File: config.mk
export PLATFORM = sky130hd
export DESIGN_NAME = ccc_lock_reset_seq
export DESIGN_NICKNAME = d
export VERILOG_FILES = /design/src/rtl/ccc_lock_reset_seq.sv
export SDC_FILE = /design/constraint.sdc
export NUM_CORES = 1
export LEC_CHECK = 0
export ABC_AREA = 1
export BUFFER_PORTS_ARGS = -buffer_cell sky130_fd_sc_hd__buf_2
export CAP_MARGIN = 0
export CORE_MARGIN = 2
export CORE_UTILIZATION = 30
export DETAILED_ROUTE_END_ITERATION = 8
export SLEW_MARGIN = 20
export SYNTH_ARGS = -nofsm -noshare
export SYNTH_HDL_FRONTEND = slang
export SYNTH_SLANG_ARGS = --single-unit
File: constraint.sdc
create_clock -name clk -period 1.9 [get_ports clk]
set_input_delay 0.38 -clock clk [delete_from_list [all_inputs] [get_ports clk]]
set_output_delay 0.38 -clock clk [all_outputs]
set_load 0.02 [all_outputs]
File: src/rtl/ccc_lock_reset_seq.sv
// ccc_lock_reset_seq
// Turns the asynchronous PLL LOCK into a clean, registered reset for logic
// in the GL0 domain. Lock is synchronized, qualified for LOCK_STABLE_CYCLES,
// reset is held a further RST_HOLD_CYCLES, then released. Losing lock while
// running re-asserts reset on the same edge the FSM sees it and is logged in
// a sticky flag plus a saturating event counter.
module ccc_lock_reset_seq #(
    parameter int LOCK_STABLE_CYCLES = 16,
    parameter int RST_HOLD_CYCLES    = 8,
    parameter int TIMEOUT_CYCLES     = 65536,
    parameter int LOSS_CNT_W         = 8
) (
    input  logic                  clk,
    input  logic                  rst,
    input  logic                  lock,
    input  logic                  clr_lost,
    output logic                  rst_out,
    output logic                  ready,
    output logic                  lock_lost,
    output logic [LOSS_CNT_W-1:0] lock_loss_cnt,
    output logic                  lock_timeout
);

    // Stable/hold counters only ever reach N-1; the timeout counter must be
    // able to hold TIMEOUT_CYCLES itself.
    localparam int ST_W = (LOCK_STABLE_CYCLES > 1) ? $clog2(LOCK_STABLE_CYCLES) : 1;
    localparam int HD_W = (RST_HOLD_CYCLES > 1) ? $clog2(RST_HOLD_CYCLES) : 1;
    localparam int TO_W = $clog2(TIMEOUT_CYCLES + 1);

    localparam logic [ST_W-1:0] ST_LAST = ST_W'(LOCK_STABLE_CYCLES - 1);
    localparam logic [HD_W-1:0] HD_LAST = HD_W'(RST_HOLD_CYCLES - 1);
    localparam logic [TO_W-1:0] TO_MAX  = TO_W'(TIMEOUT_CYCLES);

    typedef enum logic [1:0] {
        WAIT_LOCK = 2'd0,
        STABLE    = 2'd1,
        HOLD      = 2'd2,
        RUN       = 2'd3
    } state_t;

    // Two-flop synchronizer; only lock_s is visible to the FSM.
    logic lock_p0;
    logic lock_s;

    state_t                state;
    state_t                state_next;
    logic [ST_W-1:0]       stable_cnt;
    logic [ST_W-1:0]       stable_cnt_next;
    logic [HD_W-1:0]       hold_cnt;
    logic [HD_W-1:0]       hold_cnt_next;
    logic [TO_W-1:0]       to_cnt;
    logic [TO_W-1:0]       to_cnt_next;
    logic [TO_W-1:0]       to_cnt_inc;
    logic                  timeout_next;
    logic                  lost_next;
    logic [LOSS_CNT_W-1:0] loss_cnt_next;

    // Saturating increment of the WAIT_LOCK timeout counter.
    function automatic logic [TO_W-1:0] sat_inc_to(input logic [TO_W-1:0] v);
        return (v == TO_MAX) ? v : v + TO_W'(1);
    endfunction

    // Saturating increment of the lock-loss event counter (sticks at all-ones).
    function automatic logic [LOSS_CNT_W-1:0] sat_inc_loss(input logic [LOSS_CNT_W-1:0] v);
        return (&v) ? v : v + LOSS_CNT_W'(1);
    endfunction

    // Synchronize the asynchronous PLL lock into the GL0 domain.
    always_ff @(posedge clk or posedge rst) begin
        if (rst) begin
            lock_p0 <= 1'b0;
            lock_s  <= 1'b0;
        end else begin
            lock_p0 <= lock;
            lock_s  <= lock_p0;
        end
    end

    // Next-state, counter and status logic for the lock qualification FSM.
    always_comb begin
        state_next      = state;
        stable_cnt_next = stable_cnt;
        hold_cnt_next   = hold_cnt;
        to_cnt_next     = to_cnt;
        timeout_next    = lock_timeout;
        lost_next       = lock_lost;
        loss_cnt_next   = lock_loss_cnt;
        to_cnt_inc      = sat_inc_to(to_cnt);

        // A clear is overridden below when a loss lands in the same cycle.
        if (clr_lost) begin
            lost_next     = 1'b0;
            loss_cnt_next = '0;
        end

        case (state)
            WAIT_LOCK: begin
                to_cnt_next = to_cnt_inc;
                if (to_cnt_inc == TO_MAX) begin
                    timeout_next = 1'b1;
                end
                if (lock_s) begin
                    state_next      = STABLE;
                    stable_cnt_next = '0;
                end
            end

            STABLE: begin
                if (!lock_s) begin
                    // Lock never reached RUN, so this is not a loss event.
                    state_next  = WAIT_LOCK;
                    to_cnt_next = '0;
                end else if (stable_cnt == ST_LAST) begin
                    state_next    = HOLD;
                    hold_cnt_next = '0;
                end else begin
                    stable_cnt_next = stable_cnt + ST_W'(1);
                end
            end

            HOLD: begin
                if (!lock_s) begin
                    state_next  = WAIT_LOCK;
                    to_cnt_next = '0;
                end else if (hold_cnt == HD_LAST) begin
                    state_next   = RUN;
                    timeout_next = 1'b0;
                end else begin
                    hold_cnt_next = hold_cnt + HD_W'(1);
                end
            end

            RUN: begin
                if (!lock_s) begin
                    state_next    = WAIT_LOCK;
                    to_cnt_next   = '0;
                    lost_next     = 1'b1;
                    loss_cnt_next = clr_lost ? LOSS_CNT_W'(1) : sat_inc_loss(lock_loss_cnt);
                end
            end

            default: begin
                state_next  = WAIT_LOCK;
                to_cnt_next = '0;
            end
        endcase
    end

    // State, counters and registered outputs; outputs follow the next state so
    // they change on the same edge as the state.
    always_ff @(posedge clk or posedge rst) begin
        if (rst) begin
            state         <= WAIT_LOCK;
            stable_cnt    <= '0;
            hold_cnt      <= '0;
            to_cnt        <= '0;
            rst_out       <= 1'b1;
            ready         <= 1'b0;
            lock_lost     <= 1'b0;
            lock_loss_cnt <= '0;
            lock_timeout  <= 1'b0;
        end else begin
            state         <= state_next;
            stable_cnt    <= stable_cnt_next;
            hold_cnt      <= hold_cnt_next;
            to_cnt        <= to_cnt_next;
            rst_out       <= (state_next != RUN);
            ready         <= (state_next == RUN);
            lock_lost     <= lost_next;
            lock_loss_cnt <= loss_cnt_next;
            lock_timeout  <= timeout_next;
        end
    end

endmodule

==> results of run 1 <==
[cells in the final DEF (no fill, tap or decap), drive strengths merged]
cell type	n
a21oi	7
a31o	1
a31oi	1
buf	33
clkbuf	8
dfrtp	39
dfstp	1
ha	6
inv	41
nand2	72
nand3	28
nand3b	1
nand4	6
nor2	45
nor3	1
nor3b	1
o21ai	24
o22ai	9
xor2	10
[critical path, delay by kind of cell, from the launching register on]
family                     cells  cell delay [ps]
buffers and inverters          1              130
adders and majority gates      1              170
xor gates and xnor gates       1              190
DFF                            1              420
and+or+nand+nor                9              810
[metal layers]
layer | routed length (um) | vias up | track usage, %
met5 | 0 | - | 0
met4 | 70 | 0 | 4.23
met3 | 252 | 6 | 3.02
met2 | 2360 | 38 | 20.7
met1 | 2300 | 906 | 16.3
li1 | - | 1025 | -
[power by group]
part / switching (mW) / total [mW] / internal (mW)
combinational: 0.129 / 0.224 / 0.0951
sequential: 0.0387 / 0.919 / 0.880
clock: 0.286 / 0.582 / 0.296
[per-stage QoR]
stage                     TNS, ps  hold WS (ps)  total power, mW  instance area, um2  instances
after floorplan                 0           331             1.03                2230        295
after global placement          0           335             1.09                2480        416
after detailed placement    -43.2           335             1.10                2480        416
after CTS                       0           183             1.70                2610        428
after global routing         -125           181             1.82                2750        433
final                           0           193             1.73                2750        433
[final cells by class]
| cell class | count | area [um2] |
|---|---|---|
| inverters | 41 | 154 |
| multi-input cells | 212 | 1150 |
| repair buffers | 33 | 218 |
| flip-flops and latches | 40 | 1010 |
| well taps | 99 | 124 |
| clock buffers | 8 | 90.1 |
| fillers | 783 | 4470 |
[logic make-up (layout without fill, tap and decap cells)]
group / Yosys count / in the layout
and+or+nand+nor: 154 / 154
buffers and inverters: 43 / 82
AOI/OAI and AO/OA: 42 / 42
DFF: 40 / 40
xor gates and xnor gates: 10 / 10
adders and majority gates: 6 / 6
[cell usage after synthesis]
cell | number | share of area, %
o22ai_1 | 9 | 2.5
inv_1 | 41 | 6.9
xor2_1 | 10 | 3.9
o21ai_2 | 1 | 0.39
a31oi_1 | 1 | 0.28
o21ai_0 | 22 | 4.9
ha_1 | 6 | 3.4
nand3_2 | 3 | 1.3
nand3_1 | 25 | 5.6
dfstp_2 | 1 | 1.2
nor3_1 | 1 | 0.22
o21ai_1 | 1 | 0.22
nor3b_1 | 1 | 0.34
nand3b_1 | 1 | 0.34
a21oi_1 | 7 | 1.6
nor2_1 | 42 | 7.1
nor2_4 | 2 | 1.0
nand2_1 | 72 | 12
buf_2 | 1 | 0.22
a31o_2 | 1 | 0.39
dfrtp_1 | 39 | 44
nand4_1 | 6 | 1.7
nor2_2 | 1 | 0.28
clkbuf_1 | 1 | 0.17
[worst max path at each step]
stage / end / slack [ps]
final: lock_timeout / 80
after floorplan: lock_loss_cnt[5] / 170
after global routing: lock_timeout / -120
after CTS: lock_timeout / 5
after global placement: lock_timeout / 5
after detailed placement: lock_timeout / -40
[flip-flops by register name (all words and copies together) (netlist names)]
| name | cells |
|---|---|
| lock_s | 1 |
| ready | 1 |
| rst_out | 1 |
| state | 2 |
| stable_cnt | 4 |
| lock_timeout | 1 |
| lock_p0 | 1 |
| lock_lost | 1 |
| lock_loss_cnt | 8 |
| to_cnt | 17 |
| hold_cnt | 3 |
[timing repair]
action                     4_1_cts  5_1_grt
buffers inserted                 4        5
pin swaps                        1       18
resized for setup                2       30
setup endpoints to repair        1        3
==> results.json, run 1 <==
{
  "dieArea_mm2": 0.00813,
  "ys_types": 24,
  "antenna_found_initial": 0,
  "drive_above_1_share_pct": 21.6,
  "p_per_area_mw_per_mm2": 629,
  "cp.required_ps": 2090,
  "overflow": 0,
  "max_stage_delay_ps": 420,
  "synth.ff_latch_count": 40,
  "cts-hold-fix-buffers": 0,
  "path_class": "reg -> reg",
  "fin_nets": 343,
  "timing.slew.headroom_pct": 64.9,
  "min_to": "lock_p0",
  "grt_pass1_wl_um": 8550,
  "min_path_type": "in -> reg",
  "hold_viol_final": 0,
  "yosys_warnings": 0,
  "worstHoldStart": "lock",
  "via_per_inst": 4.56,
  "crit_top_cell": "nand2_1",
  "path_max_fanout": 4,
  "clkSlewWorstSetupHoldPaths_ps": 80,
  "htreeDepth": 2,
  "cts_tree": "built",
  "critPathSlowestCell": "dfrtp_2",
  "syn-num-nets": 305,
  "cap_violations": 0,
  "antenna-diode-count": 0,
  "worst_pin_slew_ps": 526,
  "grt_max_degree": 41,
  "cp.arrival_ps": 2010,
  "portBuffers": 15,
  "r2r_start": "to_cnt[1]",
  "synth_compound_area_share_pct": 10.3,
  "core_mm2": 0.00721,
  "synthSimpleGateAreaFrac_pct": 30.1,
  "status": "complete, no violations",
  "path_cells": "ha_4, nand3_4, nor2_4, buf_4, xor2_1, nand3_1, nor2_1, nand3_1, nand2_1, nand2_1, nand2_1, nand2_1",
  "syn_inst": 295,
  "synth_top_family_by_area": "simple AND/OR/NAND/NOR gates",
  "startpoint_type": "flop",
  "ir_worst_vdd_v": 0.000348,
  "r2r_setup_slack_ps": 80,
  "die_h_um": 90.2,
  "wirelength_um": 4980,
  "clock_skew_ps": 6.83,
  "max_freq_ghz": 0.548,
  "ioPinCount": 16,
  "synthAdderAreaFrac_pct": 3.37,
  "seq_area_frac_synth_pct": 45.0,
  "start_util_pct": 30.9,
  "syn_avg_cell_area_um2": 7.55,
  "synthesis.area_mm2": 0.00223,
  "min_delay_path_depth": 1,
  "drt-initial-drc-count": 140,
  "drv_slew": 0,
  "post-route-util_pct": 38.1,
  "setup_slack_ps": 76.7,
  "root_buffer": "clkbuf_8",
  "wire_per_inst_um": 11.5,
  "area_growth_pct": 23.3,
  "grt_pass1_vias": 1876,
  "clock_latency_ps": 290,
  "cp-startpoint": "to_cnt[1]",
  "drc": 0,
  "synth-xor-area-share_pct": 3.93,
  "core.rowCount": 31,
  "num_vias": 1975,
  "grt_usage_pct": 12.6,
  "drtAntennaViolNets": 0,
  "cts_buffers": 5,
  "cellLeakagePower_nw": 1.26,
  "gp_congestion": 0.847,
  "period_share_pct": 96.0,
  "setup_viol": 0,
  "synthMuxAreaShare_pct": 0,
  "period_needed_ps": 1820,
  "cts_max_path_buffers": 2,
  "hpwl_um": 3600,
  "place_ws_ps": -43.2,
  "clock_sinks": 40,
  "first_pass_iters": 4,
  "rsz0062_at_grt": "true",
  "crit_path_end_kind": "flop",
  "die_x_um": 90.2,
  "reg2regPathDepth": 12,
  "r2r_end": "lock_timeout"
}
Note: power is estimated with default switching activity, not from simulation.
==> run 2: changes to the inputs <==
--- a/config.mk
+++ b/config.mk
@@ -7,3 +7,3 @@
 export LEC_CHECK = 0
-export ABC_AREA = 1
+export ABC_AREA = 0
 export BUFFER_PORTS_ARGS = -buffer_cell sky130_fd_sc_hd__buf_2
--- a/constraint.sdc
+++ b/constraint.sdc
@@ -3,2 +3,2 @@
 set_output_delay 0.38 -clock clk [all_outputs]
-set_load 0.02 [all_outputs]
+set_load 0.05 [all_outputs]
==> run 2 against run 1 <==
Power is 1.4% higher. Sequential cell count stayed put. Synthesized cell count is 9.5% lower. Sequential power is 1% lower. Sequential share of layout area is 1.2 points lower. Clock skew hardly changed. Clock power is 5.0% higher. Highest routed layer unchanged. Design area is 3.7% higher. Largest power group unchanged. Register-to-register slack hardly changed. Setup slack better by 6.2 ps. First-iteration DRC count is 36% lower. Synthesized area is 6.4% higher.
==> results.json, run 2 <==
{
  "status": "complete, no violations",
  "cp.required_ps": 2100,
  "cts_buffers": 5,
  "path_class": "reg -> reg",
  "start_util_pct": 30.8,
  "synthSimpleGateAreaFrac_pct": 26.6,
  "cts_max_path_buffers": 2,
  "grt_usage_pct": 13.0,
  "grt_pass1_vias": 1882,
  "startpoint_type": "flop",
  "clock_sinks": 40,
  "hold_viol_final": 0,
  "timing.slew.headroom_pct": 66.6,
  "synth_edf_count": 0,
  "crit_path_end_kind": "flop",
  "path_max_fanout": 4,
  "synth.ff_latch_count": 40,
  "cap_violations": 0,
  "yosys.area.top_type_share_pct": 41.2,
  "top_regs": "to_cnt x17, lock_loss_cnt x8, stable_cnt x4",
  "syn_inst": 267,
  "gp_congestion": 0.821,
  "seq_area_frac_synth_pct": 42.3,
  "synthesis.area_mm2": 0.00237,
  "wirelength_um": 5150,
  "cts_tree": "built",
  "period_share_pct": 95.6,
  "fin_nets": 312,
  "synth_area_leaders": "dfrtp_1 41%, o21ai_0 6.8%, nand2_1 5.7%, nor2_1 4.1%, ha_1 3.2%",
  "r2r_end": "lock_timeout",
  "finalNonFillerCells": 405,
  "dieArea_mm2": 0.00863,
  "syn-num-nets": 277,
  "worst_pin_slew_ps": 498,
  "final_cell_mix": "36 x nand2_1, 32 x o21ai_0, 32 x dfrtp_1, 27 x buf_4, 26 x nor2_1",
  "first_pass_iters": 4,
  "reg2regPathDepth": 9,
  "drtAntennaViolNets": 0,
  "yosysTopAreaCell": "dfrtp_1",
  "cellLeakagePower_nw": 1.23,
  "clkSlewWorstSetupHoldPaths_ps": 80,
  "core.rowCount": 32,
  "yosys-top-cells-count": "39 x dfrtp_1, 36 x nand2_1, 32 x o21ai_0, 26 x nor2_1, 11 x inv_1",
  "holdWs_ps": 113,
  "max_freq_ghz": 0.550,
  "clock_latency_ps": 300,
  "core_mm2": 0.00769,
  "grt_pass1_wl_um": 9130,
  "synthArstFlopShare_pct": 100,
  "area_growth_pct": 20.2,
  "fill_cells": 770,
  "synth.most_common_cell": "dfrtp_1",
  "yosys_warnings": 0,
  "ys_types": 54,
  "period_needed_ps": 1820,
  "synth_top_family_by_area": "simple AND/OR/NAND/NOR gates",
  "syn_avg_cell_area_um2": 8.88,
  "cp-startpoint": "to_cnt[0]",
  "crit_path_end": "lock_timeout",
  "multiInputGateArea_mm2": 0.00127,
  "r2r_start": "to_cnt[0]",
  "htreeDepth": 2,
  "largest_register_ffs": 17,
  "drt-initial-drc-count": 89,
  "ioPinCount": 16,
  "antenna-diode-count": 0,
  "drive_above_1_share_pct": 26.7,
  "ys.flop_type": "dfrtp_1",
  "min_path_type": "in -> async",
  "drc": 0,
  "root_buffer": "clkbuf_8",
  "overflow": 0,
  "p_per_area_mw_per_mm2": 614,
  "grt_max_degree": 25,
  "synthAdderAreaFrac_pct": 3.17,
  "clock_skew_ps": 7.22,
  "synth-xor-area-share_pct": 3.33,
  "synthMuxAreaShare_pct": 2.27,
  "wire_per_inst_um": 12.7,
  "hpwl_um": 3720,
  "cp.arrival_ps": 2020,
  "die_h_um": 92.9,
  "drv_slew": 0,
  "largest_register": "to_cnt",
  "via_per_inst": 4.86,
  "antenna_found_initial": 0,
  "ir_worst_vdd_v": 0.000313,
  "setup_viol": 0,
  "synth_compound_area_share_pct": 15.8,
  "die_x_um": 92.9,
  "regArea_mm2": 0.00101,
  "portBuffers": 15,
  "num_vias": 1969,
  "post-route-util_pct": 37.0,
  "dp.cells": 395,
  "final_common_cell": "nand2_1",
  "r2r_setup_slack_ps": 80
}
-- run 2: worst max-delay path, cell delays in order (launching register included) --
cell and delay (ps):
dfrtp_2 450, buf_6 130, inv_4 60, ha_4 120
nand2_1 80, nor4_4 210, nand4_1 150, mux2_4 230
nand4_1 100, o41ai_2 200
-- run 2: cell type report --
class                      instances  area share [%]
tap                              102            4.48
clock buffer                       6            2.90
clock inverter                     2           0.527
inverter                          12            1.67
multi-input combinational        200            44.8
timing repair buffer              43            10.1
sequential                        40            35.5
-- run 2: worst min-delay path by stage --
stage                     slack [ps]               end  cells past startpoint
after detailed placement         340            lock_s                      0
final                            110  lock_loss_cnt[5]                      3
after floorplan                  330            lock_s                      0
after global routing             140  lock_loss_cnt[5]                      3
after CTS                        120          state[1]                      3
after global placement           340            lock_s                      0
-- run 2: layer usage --
layer,global-route usage [%],vias up,share of wire (%)
li1,-,1016,-
met1,18.2,928,48
met2,20.2,20,48
met3,2.85,5,2.5
met4,4.04,0,1.1
met5,0,-,0
-- run 2: where the power goes --
part	internal (mW)	total, mW	switching, mW
sequential	0.875	0.908	0.0323
clock	0.294	0.611	0.317
combinational	0.102	0.230	0.128
total	1.27	1.75	0.478
-- run 2: cells by family after synthesis --
family,after synthesis
and+or+nand+nor,118
AOI/OAI and AO/OA,62
DFF,40
buffers and inverters,27
xor gates and xnor gates,9
adders and majority gates,6
muxes,5
-- run 2: timing repair --
action | in CTS | in global routing
cloned | 0 | 0
buffers inserted | 0 | 2
endpoints found under the setup margin | 1 | 3
pin swaps | 0 | 8
resized for setup | 3 | 14
hold buffers | 0 | 0
-- run 2: per-stage QoR --
step	setup slack [ps]	TNS, ps	total power [mW]	instance area [um2]
2_1_floorplan	71.9	0	1.05	2370
3_3_place_gp	19.1	0	1.10	2660
3_5_place_dp	-4.07	-4.07	1.11	2660
4_1_cts	0.221	0	1.74	2770
5_1_grt	-1.35	-1.35	1.85	2850
6_report	83.0	0	1.75	2850
